===== src/rtl/wb_pkg.sv =====
// Shared types for the posted-write buffer: default widths, drain FSM states, entry layout.
package wb_pkg;

    localparam int DEF_ADDR_W = 8;
    localparam int DEF_DATA_W = 32;

    typedef enum logic {
        IDLE  = 1'b0,
        ISSUE = 1'b1
    } wb_state_e;

    typedef struct packed {
        logic                  valid;
        logic [DEF_ADDR_W-1:0] addr;
        logic [DEF_DATA_W-1:0] data;
    } wb_entry_t;

endpackage


===== src/rtl/wb_match.sv =====
// Youngest-match search over the circular entry array; the youngest entry sits just behind tail.
module wb_match #(
    parameter int DEPTH  = 4,
    parameter int ADDR_W = 8,
    localparam int PW    = $clog2(DEPTH)
) (
    input  logic [DEPTH-1:0]  valid_i,
    input  logic [ADDR_W-1:0] addr_i [DEPTH],
    input  logic [PW-1:0]     tail_i,
    input  logic [DEPTH-1:0]  excl_i,
    input  logic [ADDR_W-1:0] key_i,
    output logic              hit_o,
    output logic [PW-1:0]     idx_o
);

    logic [PW-1:0] pos;

    // Walk from youngest to oldest; the first qualifying match wins.
    always_comb begin
        hit_o = 1'b0;
        idx_o = '0;
        pos   = '0;
        for (int k = 0; k < DEPTH; k++) begin
            pos = tail_i - PW'(k + 1);
            if (!hit_o && valid_i[pos] && !excl_i[pos] && (addr_i[pos] == key_i)) begin
                hit_o = 1'b1;
                idx_o = pos;
            end
        end
    end

endmodule


===== src/rtl/write_buffer.sv =====
// Posted-write FIFO between a write-through cache and memory, with youngest-entry read forwarding.
// Optional write coalescing into non-in-flight entries is enabled by defining WB_COALESCE_EN.
module write_buffer
    import wb_pkg::*;
#(
    parameter int DEPTH  = 4,
    parameter int ADDR_W = DEF_ADDR_W,
    parameter int DATA_W = DEF_DATA_W
) (
    input  logic                   clk,
    input  logic                   rst,
    input  logic                   wr_req,
    input  logic [ADDR_W-1:0]      wr_addr,
    input  logic [DATA_W-1:0]      wr_data,
    output logic                   wr_ready,
    input  logic [ADDR_W-1:0]      rd_addr,
    output logic                   fwd_hit,
    output logic [DATA_W-1:0]      fwd_data,
    output logic                   mem_we,
    output logic [ADDR_W-1:0]      mem_addr,
    output logic [DATA_W-1:0]      mem_wdata,
    input  logic                   mem_ack,
    output logic                   empty,
    output logic [$clog2(DEPTH):0] count
);

    localparam int PW = $clog2(DEPTH);
    localparam int CW = PW + 1;

    logic [DEPTH-1:0]  valid_q, valid_d;
    logic [ADDR_W-1:0] addr_q [DEPTH];
    logic [ADDR_W-1:0] addr_d [DEPTH];
    logic [DATA_W-1:0] data_q [DEPTH];
    logic [DATA_W-1:0] data_d [DEPTH];
    logic [PW-1:0]     head_q, head_d;
    logic [PW-1:0]     tail_q, tail_d;
    logic [CW-1:0]     count_q, count_d;
    wb_state_e         state_q, state_d;

    logic          full;
    logic          do_push;
    logic          do_pop;
    logic          do_coal;
    logic          coal_hit;
    logic [PW-1:0] coal_idx;
    logic [PW-1:0] fwd_idx;

    assign full = (count_q == CW'(DEPTH));

    wb_match #(.DEPTH(DEPTH), .ADDR_W(ADDR_W)) u_fwd_match (
        .valid_i (valid_q),
        .addr_i  (addr_q),
        .tail_i  (tail_q),
        .excl_i  ('0),
        .key_i   (rd_addr),
        .hit_o   (fwd_hit),
        .idx_o   (fwd_idx)
    );

`ifdef WB_COALESCE_EN
    logic [DEPTH-1:0] in_flight;

    // The head being presented to memory may already be latched there, so it is never rewritten.
    always_comb begin
        in_flight = '0;
        if (state_q == ISSUE) in_flight[head_q] = 1'b1;
    end

    wb_match #(.DEPTH(DEPTH), .ADDR_W(ADDR_W)) u_coal_match (
        .valid_i (valid_q),
        .addr_i  (addr_q),
        .tail_i  (tail_q),
        .excl_i  (in_flight),
        .key_i   (wr_addr),
        .hit_o   (coal_hit),
        .idx_o   (coal_idx)
    );

    assign wr_ready = !full || coal_hit;
`else
    assign coal_hit = 1'b0;
    assign coal_idx = '0;
    assign wr_ready = !full;
`endif

    // wr_ready uses the pre-cycle count, so a pop in the same cycle never frees a slot for a push.
    assign do_coal = wr_req && coal_hit;
    assign do_push = wr_req && !full && !coal_hit;
    assign do_pop  = (state_q == ISSUE) && mem_ack;

    always_comb begin
        valid_d = valid_q;
        addr_d  = addr_q;
        data_d  = data_q;
        head_d  = head_q;
        tail_d  = tail_q;
        count_d = count_q;
        state_d = state_q;

        if (do_coal) data_d[coal_idx] = wr_data;

        if (do_push) begin
            valid_d[tail_q] = 1'b1;
            addr_d[tail_q]  = wr_addr;
            data_d[tail_q]  = wr_data;
            tail_d          = tail_q + PW'(1);
        end

        if (do_pop) begin
            valid_d[head_q] = 1'b0;
            head_d          = head_q + PW'(1);
        end

        count_d = count_q + CW'(do_push) - CW'(do_pop);

        case (state_q)
            IDLE:    if (count_q != '0) state_d = ISSUE;
            ISSUE:   if (count_d == '0) state_d = IDLE;
            default: state_d = IDLE;
        endcase
    end

    always_ff @(posedge clk) begin
        addr_q <= addr_d;
        data_q <= data_d;
        if (rst) begin
            valid_q <= '0;
            head_q  <= '0;
            tail_q  <= '0;
            count_q <= '0;
            state_q <= IDLE;
        end else begin
            valid_q <= valid_d;
            head_q  <= head_d;
            tail_q  <= tail_d;
            count_q <= count_d;
            state_q <= state_d;
        end
    end

    assign mem_we    = (state_q == ISSUE);
    assign mem_addr  = addr_q[head_q];
    assign mem_wdata = data_q[head_q];
    assign empty     = (count_q == '0);
    assign count     = count_q;
    assign fwd_data  = fwd_hit ? data_q[fwd_idx] : '0;

endmodule


===== config.mk =====
export PLATFORM = sky130hd
export DESIGN_NAME = write_buffer
export DESIGN_NICKNAME = d
export VERILOG_FILES = /design/src/rtl/wb_pkg.sv /design/src/rtl/wb_match.sv /design/src/rtl/write_buffer.sv
export SDC_FILE = /design/constraint.sdc
export NUM_CORES = 1
export LEC_CHECK = 0
export CAP_MARGIN = 20
export CORE_MARGIN = 1.5
export CORE_UTILIZATION = 51
export CTS_BUF_LIST = sky130_fd_sc_hd__clkbuf_4 sky130_fd_sc_hd__clkbuf_8
export DETAILED_ROUTE_END_ITERATION = 8
export GPL_TIMING_DRIVEN = 0
export PLACE_DENSITY = 0.79
export SLEW_MARGIN = 40
export SYNTH_ARGS = -nofsm -noshare
export SYNTH_HDL_FRONTEND = slang
export SYNTH_HIERARCHICAL = 1
export SYNTH_SLANG_ARGS = --single-unit
export TNS_END_PERCENT = 10

===== constraint.sdc =====
create_clock -name clk -period 5.05 [get_ports clk]
set_input_delay 1.2625 -clock clk [delete_from_list [all_inputs] [get_ports clk]]
set_output_delay 1.2625 -clock clk [all_outputs]
set_load 0.01 [all_outputs]

### Yosys cells after proc, flatten, opt, wreduce, memory -nomap -nowiden

Cells that the tools add are included.

* equality and inequality tests: 5
* shift operators: 0
* bitwise gates (word level): 10
* reduce and logical (&&, ||, !) cells: 27
* div/mod/pow operators: 0
* order comparisons: 14
* add/sub/neg operators: 7
* muxes and demuxes: 61
* multipliers: 0

Operators with widths (number)
* 32-bit 2-to-1 mux: 6
* 32-bit binary-select mux with 2-bit select: 2
* 128-bit bitwise mux: 1
* 8-bit 2-to-1 mux: 11
* 8-bit binary-select mux with 2-bit select: 5
* 32-bit demux with 2-bit select: 1
* 32-bit bitwise mux: 1
* 8-bit equality test: 4
* 3-bit >= comparator (second input constant): 6
* 2-bit inverter with 3-bit output: 6
* 1-bit binary-select mux with 2-bit select: 8
* 8-bit demux with 2-bit select: 1
* 1-bit logical AND: 16
* 1-bit 2-to-1 mux: 16
* 2-bit by 3-bit < comparator with 1-bit output (second input constant): 5
* 1-bit logical NOT: 8
* 2-bit 2-to-1 mux: 4
* 4-bit 2-to-1 mux: 2
* 3-bit logical NOT: 2
* 2-bit by 1-bit adder with 2-bit output (second input constant): 2
* 4-bit AND: 1
* 1-bit demux with 2-bit select: 2
* 2-bit by 1-bit >= comparator with 1-bit output (second input constant): 2
* 4-bit inverter: 1
* 10 further kinds: 11

* memories: 0
* memory bits (read-only): 0
* register bits: 172
* word-level logic and storage cells: 137
* bits in writable memories: 0
* output and inout port bits: 79
* bits in latches: 0
* input port bits: 52

### Logic depth before layout (Yosys ltp)

Gate-level depths: netlist (run 1).

* depth in word-level cells: 28
* gate-level depth with buffers: 14
* mapped depth without buffers: 11

### Cells and area by module

The synthesis (run 1) kept the hierarchy.

Modules (own cells, without submodules)
* write_buffer: cells each 351, times used 1, area an instance 7390.8 um2
* wb_match: cells each 162, times used 1, area an instance 1310.0 um2

### Least setup slack after synthesis (run 1)

No wires, ideal clock.

* path type: input to output
* from: input port rd_addr[4]
* to: output port fwd_data[0]
* data arrival time: 3834 ps
* data required time: 3788 ps
* path slack: -47 ps
* stages: 12
* cells stage by stage: clkbuf_1 xnor2_1 a2111oi_2 nand2_1 a2111oi_4 and2b_1 nor2_1 o22ai_1 buf_2 buf_6 mux4_2 and2_1

* word-level cells in the longest chain between the ends: 23
* elaborated cells on any way between the ends: 30

RTL lines
* from (decl): line write_buffer.sv:16 `input logic [ADDR_W-1:0] rd_addr,`
* 8-bit equality test: line wb_match.sv:25 `if (!hit_o && valid_i[pos] && !excl_i[pos] && (addr_i[pos] == key_i)) begin`
* 1-bit logical AND: line wb_match.sv:25
* 1-bit 2-to-1 mux: line wb_match.sv:25
* 1-bit logical NOT: line wb_match.sv:25
* 1-bit logical AND (3 in series): line wb_match.sv:25
* 1-bit 2-to-1 mux: line wb_match.sv:25
* 1-bit logical NOT: line wb_match.sv:25
* 1-bit logical AND (3 in series): line wb_match.sv:25
* 1-bit 2-to-1 mux: line wb_match.sv:25
* 1-bit logical NOT: line wb_match.sv:25
* 1-bit logical AND (3 in series): line wb_match.sv:25
* 2-bit 2-to-1 mux *: line wb_match.sv:25
* named net fwd_idx[0]: line write_buffer.sv:46 `logic [PW-1:0] fwd_idx;`
* 2-bit inverter with 3-bit output (implied by the code) *: line write_buffer.sv:146 `assign fwd_data = fwd_hit ? data_q[fwd_idx] : '0;`
* 32-bit binary-select mux with 2-bit select *: line write_buffer.sv:146
* 32-bit 2-to-1 mux (implied by the code) * (2 in series): line write_buffer.sv:146
* 32-bit 2-to-1 mux *: line write_buffer.sv:146
* to (decl): line write_buffer.sv:18 `output logic [DATA_W-1:0] fwd_data,`

The timed path passes the listed nets; every way through them passes the cells marked *. The select of a mux whose other input is x is not followed.

### Worst setup path after layout (run 1)

* from: input port rd_addr[4]
* to: output port fwd_data[22]

Same word-level chain as after synthesis.

==> summary.txt, run 1 <==
Die Y = 134 microns
Worst-Skew Late Latency = 0.46 ns
Psw = 1.23 mW
Share of cells above drive strength 1 = 36.5%
Buffers added on ports = 122
Hpwl dp = 13700 microns
Area growth from synthesis to layout = 31.0%
# DRC = 0
Synth async-reset ratio = 0%
Filler cells = 1101
Internal power = 2.86 mW
Yosys warnings = 6
Clock skew = 0.0175 ns
Leading register cell type out of synthesis = edfxtp_1
I/O pins = 131
Pre-antenna DRT Iters = 5
Detailed-route via count = 5420
Final setup TNS = -7.12 ns
Crit-path cells = buf_12, xnor2_4, a2111oi_4, nand2_1, a2111oi_4, and2b_1, nor2_2, o22ai_1, buf_4, buf_12, buf_12, mux4_2, and2_4, buf_6
# diodes = 0
Final min period = 5.31 ns
Number of buffers created by CTS = 17
Pwr Density = 359 nW/um^2
Slowest stage cell, crit path = mux4_2
Leak = 3.86 nW
Die width = 134 microns
H-tree levels = 4
Status = finished with violations
Clock sink total = 172
Max cap viols = 0
Design area = 11400 sq um
Initial Utilization = 52.3%
Synthesized area = 8700 sq um
Data required, critical path = 3.79 ns
Num rows = 47
Cts-stage hold buffer count = 0
Pre-CTS WS = -1.05 ns
CP Capture Type = output pin
Mean Syn Cell Area = 17.0 sq um
Reg2Reg Setup Slack = 2.34 ns
Synth top area cells = edfxtp_1, mux4_2, mux2i_1
Avg WL per Cell = 22.9 microns
Max Slew Vio Count = 0
Sequential share of power = 44.2%
Largest net degree at the start of global routing = 42
Die ar. = 17900 sq um
RSZ-0062 raised after global routing = yes
Clock network fraction of total power = 24.3%
Initial antenna violation count = 0
Crit start category = input pin
Clock transition at the registers of the reported paths = 0.09 ns
Area after DPL = 10200 sq um
Switching portion of total power = 30.0%
Most area-hungry cell type in the Yosys netlist = edfxtp_1
Netlist cell types = 56
Failing checks = negative setup slack
Fin nets = 754
Sequential element share of the synthesized area = 58.0%
CTS tree = done
Global-route wire length before repair = 32500 microns
Core ar. = 16600 sq um
Vias per inst = 5.87
Most used cell, CP = buf_12
Hold WC Path Type = register to register
Max Clk Rate = 188 MHz
Final hold vios = 0
Combinational power share = 31.5%
Vias in the first global route = 5754
Rel. slew slack = 46.8%
CTS max path bufs = 2
Antenna-violating nets left = 0
Final period util = 105%
Gr usage total = 24.8%
DRT iter0 DRCs = 372
Root Driver = clkbuf_8
Worst slew pin tran = 0.798 ns
WS Path Type = input pin to output pin
GR Overflow Total = 0
Post-synthesis register bit count = 172
Top cells by count, synth = edfxtp_1, mux4_2, mux2i_1
Max VDD drop = 0.222 mV
Worst path arrival time = 4.04 ns
Most frequent cell after synthesis = edfxtp_1
Post-Synthesis Cells = 513
Routability cong. = 0.843
Final wirelength = 21200 microns
Worst path max stage delay = 0.51 ns
Post-synth EDFFs = 160
Final setup fails = 32
Critical path fanouts, max = 6
Post-synth top area share = 55.2%
Final worst-path setup slack = -0.257 ns
==> layout make-up <==
cell class / instances / area (sq um) / area share [%]
Sequential cell: 172 / 5050 / 44.3
Multi-Input combinational cell: 294 / 3700 / 32.5
Timing Repair Buffer: 153 / 1550 / 13.6
Buffer: 40 / 358 / 3.14
Tap cell: 220 / 275 / 2.42
Clock buffer: 17 / 234 / 2.05
Clock inverter: 15 / 180 / 1.58
Inverter: 13 / 48.8 / 0.428
==> sequential cells by signal, indices dropped and copies added, names as in the netlist <==
signal,count
addr_q,32
count,3
data_q,128
head_q,2
mem_we,1
tail_q,2
valid_q,4
==> metrics by stage <==
stage,total power [mW],hold WS (ns),util [%],std cells
floorplan,2.52,0.447,-,519
global placement,2.97,0.463,61.4,861
detailed placement,3.02,0.476,61.5,861
CTS,4.07,0.500,67.0,915
global route,4.26,0.531,68.5,924
finish,4.09,0.498,68.5,924
==> cell families (layout without fill, tap and decap cells) <==
group | count (synthesis) | after routing | share of synthesized area [%]
other | 1 | 7 | 0.0431
AOI/OAI and AO/OA | 34 | 34 | 2.98
buffers and inverters | 53 | 238 | 3.06
DFF | 172 | 172 | 58.0
xor gates and xnor gates | 42 | 42 | 4.23
and+or+nand+nor | 80 | 80 | 5.78
adders and majority gates | 11 | 11 | 1.67
muxes | 120 | 120 | 24.3
==> final timing paths <==
kind                                       startpoint               endpoint  cells past startpoint
worst max register to register    count[2]$_SDFF_PP0_      mem_we$_SDFF_PP0_                     12
worst min register to register  valid_q[3]$_SDFF_PP0_  valid_q[3]$_SDFF_PP0_                      1
worst min-delay path            valid_q[3]$_SDFF_PP0_  valid_q[3]$_SDFF_PP0_                      1
worst max-delay path                       rd_addr[4]           fwd_data[22]                     14
==> metal layers <==
| metal | part of all wire, % | vias to the layer above | global-route usage (%) |
|---|---|---|---|
| met5 | 0 | - | 0 |
| met4 | 2.1 | 0 | 8.21 |
| met3 | 7.5 | 35 | 7.08 |
| met2 | 50 | 211 | 41.0 |
| met1 | 40 | 2782 | 32.0 |
| li1 | - | 2392 | - |
==> power by group through the flow <==
| stage | clock network (mW) | registers (mW) | logic [mW] |
|---|---|---|---|
| floorplan | 0 | 1.81 | 0.706 |
| global placement | 0 | 1.82 | 1.15 |
| detailed placement | 0 | 1.84 | 1.18 |
| CTS | 1.00 | 1.81 | 1.26 |
| global route | 1.06 | 1.83 | 1.37 |
| finish | 0.994 | 1.81 | 1.29 |
==> cells in the final DEF, fill, tap and decap left out, types with 6 or more instances in the layout <==
| master | count |
|---|---|
| buf_6 | 35 |
| and2_4 | 28 |
| buf_2 | 15 |
| buf_12 | 10 |
| clkdlybuf4s50_1 | 90 |
| edfxtp_1 | 160 |
| clkbuf_8 | 17 |
| mux2i_1 | 35 |
| buf_4 | 25 |
| xnor2_1 | 21 |
| nor2_1 | 10 |
| dfxtp_1 | 11 |
| clkbuf_1 | 10 |
| xor2_1 | 16 |
| ha_1 | 10 |
| and2_1 | 6 |
| mux2i_4 | 7 |
| mux4_2 | 72 |
| inv_1 | 13 |
| conb_1 | 7 |
==> worst max-delay path, delay by kind of cell <==
| family | cells | cell delay, ns |
|---|---|---|
| XOR/XNOR | 1 | 0.12 |
| AO/OA/AOI/OAI | 3 | 0.89 |
| multiplexers | 1 | 0.51 |
| buffers and inverters | 5 | 0.67 |
| AND/OR/NAND/NOR | 4 | 0.59 |
==> repair_timing <==
action,CTS,global route
hold endpoints to repair,0,0
endpoints found under the setup margin,32,32
setup buffers,21,9
cloned,1,0
pin swaps,15,8
gates resized for setup,225,40
Note: power is estimated with default switching activity, not from simulation.
==> run 2: changes to the inputs <==
PLACE_DENSITY = 0.8   (was 0.79)
==> summary.txt, run 2 (same netlist as run 1, synthesis figures left out) <==
Hpwl dp = 13600 microns (-1.0%)
H-tree levels = 4 (unchanged)
Commonest non-fill, non-tap cell in the layout = edfxtp_1
Most frequent cells in the layout = edfxtp_1, clkdlybuf4s50_1, mux4_2
Global-route wire length before repair = 32800 microns (+0.68%)
I/O pins = 131 (unchanged)
Slowest stage cell, crit path = mux4_2
Delay-heaviest family, CP = compound AO/OA/AOI/OAI gates
Largest register by flop count = data_q
Status = finished with violations
DRT iter0 DRCs = 326 (-12%)
CP Capture Type = output pin
Reg-to-reg critical path startpoint = count[1]$_SDFF_PP0_
Hold EP = valid_q[3]$_SDFF_PP0_
Crit-path cells = buf_12, xnor2_4, a2111oi_4, nand2_1, a2111oi_4, and2b_1, nor2_1, o22ai_1, buf_4, buf_12, buf_16, mux4_2, and2_4, buf_6
WS Path Type = input pin to output pin
Gr usage total = 24.9% (+0.12 points)
Reg2Reg Setup Slack = 2.34 ns (about the same)
Pwr Density = 350 nW/um^2 (-2.6%)
CTS max path bufs = 2 (unchanged)
Number of buffers created by CTS = 17 (unchanged)
Max Clk Rate = 189 MHz (+0.50%)
Clock skew = 0.0180 ns (+0.000499 ns)
Worst path bufs/invs = 5 (unchanged)
Data required, critical path = 3.79 ns (about the same)
Launch point of the worst hold path = valid_q[3]$_SDFF_PP0_
Core ar. = 16600 sq um (unchanged)
Worst path max stage delay = 0.51 ns (about the same)
Pre-antenna DRT Iters = 5 (unchanged)
Crit start category = input pin
Filler cells = 1079 (-2.0%)
Final min period = 5.28 ns (-0.0266 ns)
Design area = 11500 sq um (+0.94%)
Die width = 134 microns (unchanged)
Final setup fails = 32 (unchanged)
Largest net degree at the start of global routing = 42 (unchanged)
Area after DPL = 10200 sq um (unchanged)
Avg WL per Cell = 23.0 microns (+0.64%)
Die Y = 134 microns (unchanged)
Clock transition at the registers of the reported paths = 0.08 ns (about the same)
Root Driver = clkbuf_8
GR Overflow Total = 0 (unchanged)
Leak = 3.91 nW (+1.3%)
# DRC = 0 (unchanged)
Final hold vios = 0 (unchanged)
Initial Utilization = 52.3% (unchanged)
Rel. slew slack = 47.8% (+0.99 points)
Total power = 4.03 mW (-1.7%)
# diodes = 0 (unchanged)
Max reg flops = 128 (unchanged)
Final wirelength = 21400 microns (+0.97%)
Share of cells above drive strength 1 = 37.6% (+1.1 points)
Max Slew Vio Count = 0 (unchanged)
Detailed-route via count = 5381 (-0.72%)
Leading registers by flop count = data_q: 128 flops, addr_q: 32 flops, valid_q: 4 flops
Failing checks = negative setup slack
Reg2Reg Depth = 12 (unchanged)
Final worst-path setup slack = -0.230 ns (+0.0266 ns)
Antenna-violating nets left = 0 (unchanged)
WHS Path Cells = 1 (unchanged)
CTS tree = done
RSZ-0062 raised after global routing = yes
Max VDD drop = 0.226 mV (+1.8%)
Hold WC Path Type = register to register
Fin nets = 759 (+0.66%)
Vias per inst = 5.80 (-1.0%)
Buffers added on ports = 122 (unchanged)
Worst slew pin tran = 0.783 ns (-0.0148 ns)
Clock sink total = 172 (unchanged)
Num rows = 47 (unchanged)
Area growth from synthesis to layout = 32.2%
Critical path fanouts, max = 5 (-1)
Worst r2r dst = mem_we$_SDFF_PP0_
Initial antenna violation count = 0 (unchanged)
Vias in the first global route = 5927 (+3.0%)
Die ar. = 17900 sq um (unchanged)
Routability cong. = 0.891 (+5.6%)
Worst path arrival time = 4.02 ns (-0.02 ns)
Worst-Skew Late Latency = 0.47 ns (about the same)
Final period util = 105% (-0.53 points)
Max cap viols = 0 (unchanged)
==> run 2: cell count changes in the layout (fill, tap and decap cells not counted), sizes merged <==
| cell | previous run | this run |
|---|---|---|
| clkbuf | 31 | 37 |
| inv | 19 | 14 |
| buf | 89 | 91 |
| clkinv | 5 | 7 |
| clkinvlp | 2 | 0 |
==> run 2: report_power, final <==
group          leakage (nW)  total, mW  switching, mW  internal, mW
Sequential             1.57       1.81         0.0872          1.73
Combinational          2.16       1.30          0.609         0.694
Clock                 0.187      0.910          0.468         0.442
==> run 2: layer usage <==
| layer | vias to the layer above | GRT usage, % | routed length, microns | part of all wire (%) |
|---|---|---|---|---|
| li1 | 2399 | - | - | - |
| met3 | 29 | 6.74 | 1400 | 6.6 |
| met4 | 0 | 7.31 | 364 | 1.7 |
| met5 | - | 0 | 0 | 0 |
| met1 | 2762 | 30.9 | 8390 | 39 |
| met2 | 191 | 43.3 | 11200 | 52 |
==> run 2: layout make-up <==
class / instances / area, sq um / area share (%)
plain buffers: 40 / 363 / 3.15
clock buffers: 20 / 256 / 2.23
clock inverters: 10 / 98.8 / 0.859
inverters: 13 / 48.8 / 0.424
multi-input cells: 294 / 3750 / 32.6
flip-flops and latches: 172 / 5050 / 43.9
well taps: 220 / 275 / 2.39
repair buffers: 158 / 1660 / 14.5
==> run 2: worst max-delay path by stage <==
stage	start	end	slack, ns	depth (start not counted)
floorplan	rd_addr[7]	fwd_data[12]	-0.0005	11
global placement	rd_addr[7]	fwd_data[8]	-1.02	12
detailed placement	rd_addr[7]	fwd_data[8]	-1.03	12
CTS	tail_q[1]$_SDFFE_PP0P_	fwd_data[25]	-0.20	16
global route	tail_q[1]$_SDFFE_PP0P_	fwd_data[22]	-0.36	16
finish	rd_addr[4]	fwd_data[8]	-0.23	14
==> run 2: timing repair <==
| item | in CTS | in global routing |
|---|---|---|
| hold buffers | 0 | 0 |
| resized for setup | 214 | 77 |
| setup endpoints to repair | 32 | 32 |
| cloned | 3 | 2 |
| setup buffers | 25 | 8 |
| pin swaps | 16 | 12 |
==> run 2: metrics by stage <==
step	hold WS (ns)	setup WS (ns)	TNS [ns]	utilization, %	cells
after floorplan	0.447	-0.000514	-0.00514	-	519
after global placement	0.462	-1.02	-26.76	61.4	861
after detailed placement	0.478	-1.03	-26.94	61.5	861
after CTS	0.499	-0.198	-5.78	66.9	919
after global routing	0.518	-0.356	-10.16	69.1	927
final	0.502	-0.230	-6.06	69.1	927
==> run 2: worst reg2reg max path: cells and delay by family (launching register included) <==
kind	cells	cell delay [ns]
adders and majority gates	3	0.77
AOI/OAI and AO/OA	1	0.25
DFF	1	0.38
xor gates and xnor gates	2	0.32
and+or+nand+nor	2	0.56
buffers and inverters	4	0.32
==> run 3: changes to the inputs <==
PLACE_DENSITY = 0.78   (was 0.8)
SLEW_MARGIN = 25   (was 40)
==> summary.txt, run 3 (same netlist as run 1, synthesis figures left out) <==
Status = finished with violations
Failing checks = negative setup slack
Pre-CTS WS = -1.03 ns (-0.000830 ns)
WS Path Type = input pin to output pin
Largest net degree at the start of global routing = 42 (unchanged)
Max cap viols = 0 (unchanged)
Clock network fraction of total power = 23.0% (+0.4 points)
Pre-antenna DRT Iters = 5 (unchanged)
Number of buffers created by CTS = 17 (unchanged)
Data required, critical path = 3.79 ns (about the same)
Clock skew = 0.0111 ns (-0.00691 ns)
H-tree levels = 4 (unchanged)
Avg WL per Cell = 22.8 microns (-0.93%)
Leading registers by flop count = data_q: 128 flops, addr_q: 32 flops, valid_q: 4 flops
Final min period = 5.34 ns (+0.0564 ns)
Largest register by flop count = data_q
Leak = 3.87 nW (-0.89%)
CP Capture Type = output pin
Routability cong. = 0.917 (+2.9%)
Internal power = 2.82 mW (-1.4%)
Area growth from synthesis to layout = 32.1% (about the same)
DRT iter0 DRCs = 337 (+3.4%)
Vias per inst = 5.86 (+0.98%)
Most frequent cells in the layout = edfxtp_1, clkdlybuf4s50_1, mux4_2
Area after DPL = 10200 sq um (unchanged)
Clock sink total = 172 (unchanged)
Die Y = 134 microns (unchanged)
CTS max path bufs = 2 (unchanged)
Combinational power share = 32.2% (-0.2 points)
Hpwl dp = 13500 microns (-0.45%)
Max reg flops = 128 (unchanged)
# DRC = 0 (unchanged)
Commonest non-fill, non-tap cell in the layout = edfxtp_1
Final setup fails = 32 (unchanged)
Global-route wire length before repair = 32400 microns (-1.2%)
Max Slew Vio Count = 0 (unchanged)
Final worst-path setup slack = -0.287 ns (-0.0564 ns)
Share of cells above drive strength 1 = 38.2% (+0.62 points)
Sequential share of power = 44.8% (-0.2 points)
Num rows = 47 (unchanged)
Fin nets = 756 (-0.40%)
Reg2Reg Depth = 12 (unchanged)
Final period util = 106% (+1.1 points)
Switching portion of total power = 30.2% (+1.3 points)
Rel. slew slack = 43.7% (-4.1 points)
Vias in the first global route = 5719 (-3.5%)
Final wirelength = 21200 microns (-0.93%)
Core ar. = 16600 sq um (unchanged)
Worst slew pin tran = 0.844 ns (+0.0615 ns)
Final hold vios = 0 (unchanged)
Design area = 11500 sq um (about the same)
Hold WC Path Type = register to register
Die width = 134 microns (unchanged)
Max VDD drop = 0.239 mV (+5.9%)
Psw = 1.22 mW (+5.0%)
Clock transition at the registers of the reported paths = 0.08 ns (about the same)
Antenna-violating nets left = 0 (unchanged)
Critical path fanouts, max = 7 (+2)
Gr usage total = 24.4% (-0.51 points)
Die ar. = 17900 sq um (unchanged)
RSZ-0062 raised after global routing = yes
Root Driver = clkbuf_8
Fin cells = 927 (unchanged)
WHS Path Cells = 1 (unchanged)
Initial Utilization = 52.3% (unchanged)
Placed insts = 861 (unchanged)
Pwr Density = 352 nW/um^2 (+0.50%)
Cts-stage hold buffer count = 0 (unchanged)
Crit start category = input pin
Initial antenna violation count = 1 (+1)
Worst-Skew Late Latency = 0.47 ns (about the same)
CTS tree = done
Buffers added on ports = 122 (unchanged)
Detailed-route via count = 5434 (+0.98%)
Worst path arrival time = 4.07 ns (+0.05 ns)
GR Overflow Total = 0 (unchanged)
Max Clk Rate = 187 MHz (-1.1%)
I/O pins = 131 (unchanged)
run 3: changes by cell type in the layout (fill, tap and decap cells not counted), sizes merged:
cell           change
inv                +6
clkbuf             -5
buf                -2
clkdlybuf4s15      +2
clkinv             -2
bufinv             -1
clkinvlp           +1
diode              +1
run 3: repair_timing:
item,4_1_cts,5_1_grt
gates resized for setup,225,64
setup buffers,18,15
gates cloned,3,0
endpoints found under the setup margin,32,32
pin swaps,13,16
run 3: path summary, 6_finish.rpt:
check / end / startpoint / slack [ns]
worst max-delay path: fwd_data[8] / rd_addr[0] / -0.29
worst min-delay path: valid_q[3]$_SDFF_PP0_ / valid_q[3]$_SDFF_PP0_ / 0.49
worst max register to register: mem_we$_SDFF_PP0_ / count[2]$_SDFF_PP0_ / 2.35
worst min register to register: valid_q[3]$_SDFF_PP0_ / valid_q[3]$_SDFF_PP0_ / 0.49
run 3: power groups by stage:
stage	clock, mW	sequential [mW]	combinational, mW
global route	0.996	1.83	1.39
global placement	0	1.82	1.14
finish	0.929	1.81	1.30
floorplan	0	1.81	0.706
CTS	0.942	1.81	1.26
detailed placement	0	1.84	1.17
run 3: area by class of cell:
cell class / count / area, sq um
fill: 1089 / 5150
sequential: 172 / 5050
multi-input combinational: 294 / 3820
timing repair buffer: 157 / 1600
buffer: 38 / 332
tap: 220 / 275
clock buffer: 18 / 241
clock inverter: 14 / 131
inverter: 13 / 48.8
antenna: 1 / 2.50
run 3: per-layer routing:
metal,wire (microns),track usage [%],up-vias
li1,-,-,2391
met1,8570,31.6,2801
met2,10700,40.9,199
met3,1420,6.20,43
met4,431,7.73,0
met5,0,0,-
run 3: worst max-delay path, cell delays in order:
cell	delay, ns
clkbuf_16	0.14
buf_8	0.12
xnor2_4	0.12
nor4_2	0.28
nand2_1	0.13
a2111oi_4	0.40
and2b_2	0.24
nor2_4	0.05
o22ai_4	0.14
buf_12	0.16
buf_12	0.13
buf_6	0.10
mux4_2	0.50
and2_4	0.17
buf_6	0.11
run 3: through the flow:
stage          power [mW]  TNS [ns]  utilization [%]  hold slack [ns]
2_1_floorplan        2.52  -0.00514                -            0.447
3_3_place_gp         2.96    -26.36             61.4            0.463
3_5_place_dp         3.01    -26.80             61.5            0.474
4_1_cts              4.01     -6.24             67.1            0.498
5_1_grt              4.21    -10.97             69.1            0.522
6_report             4.04     -7.57             69.1            0.495
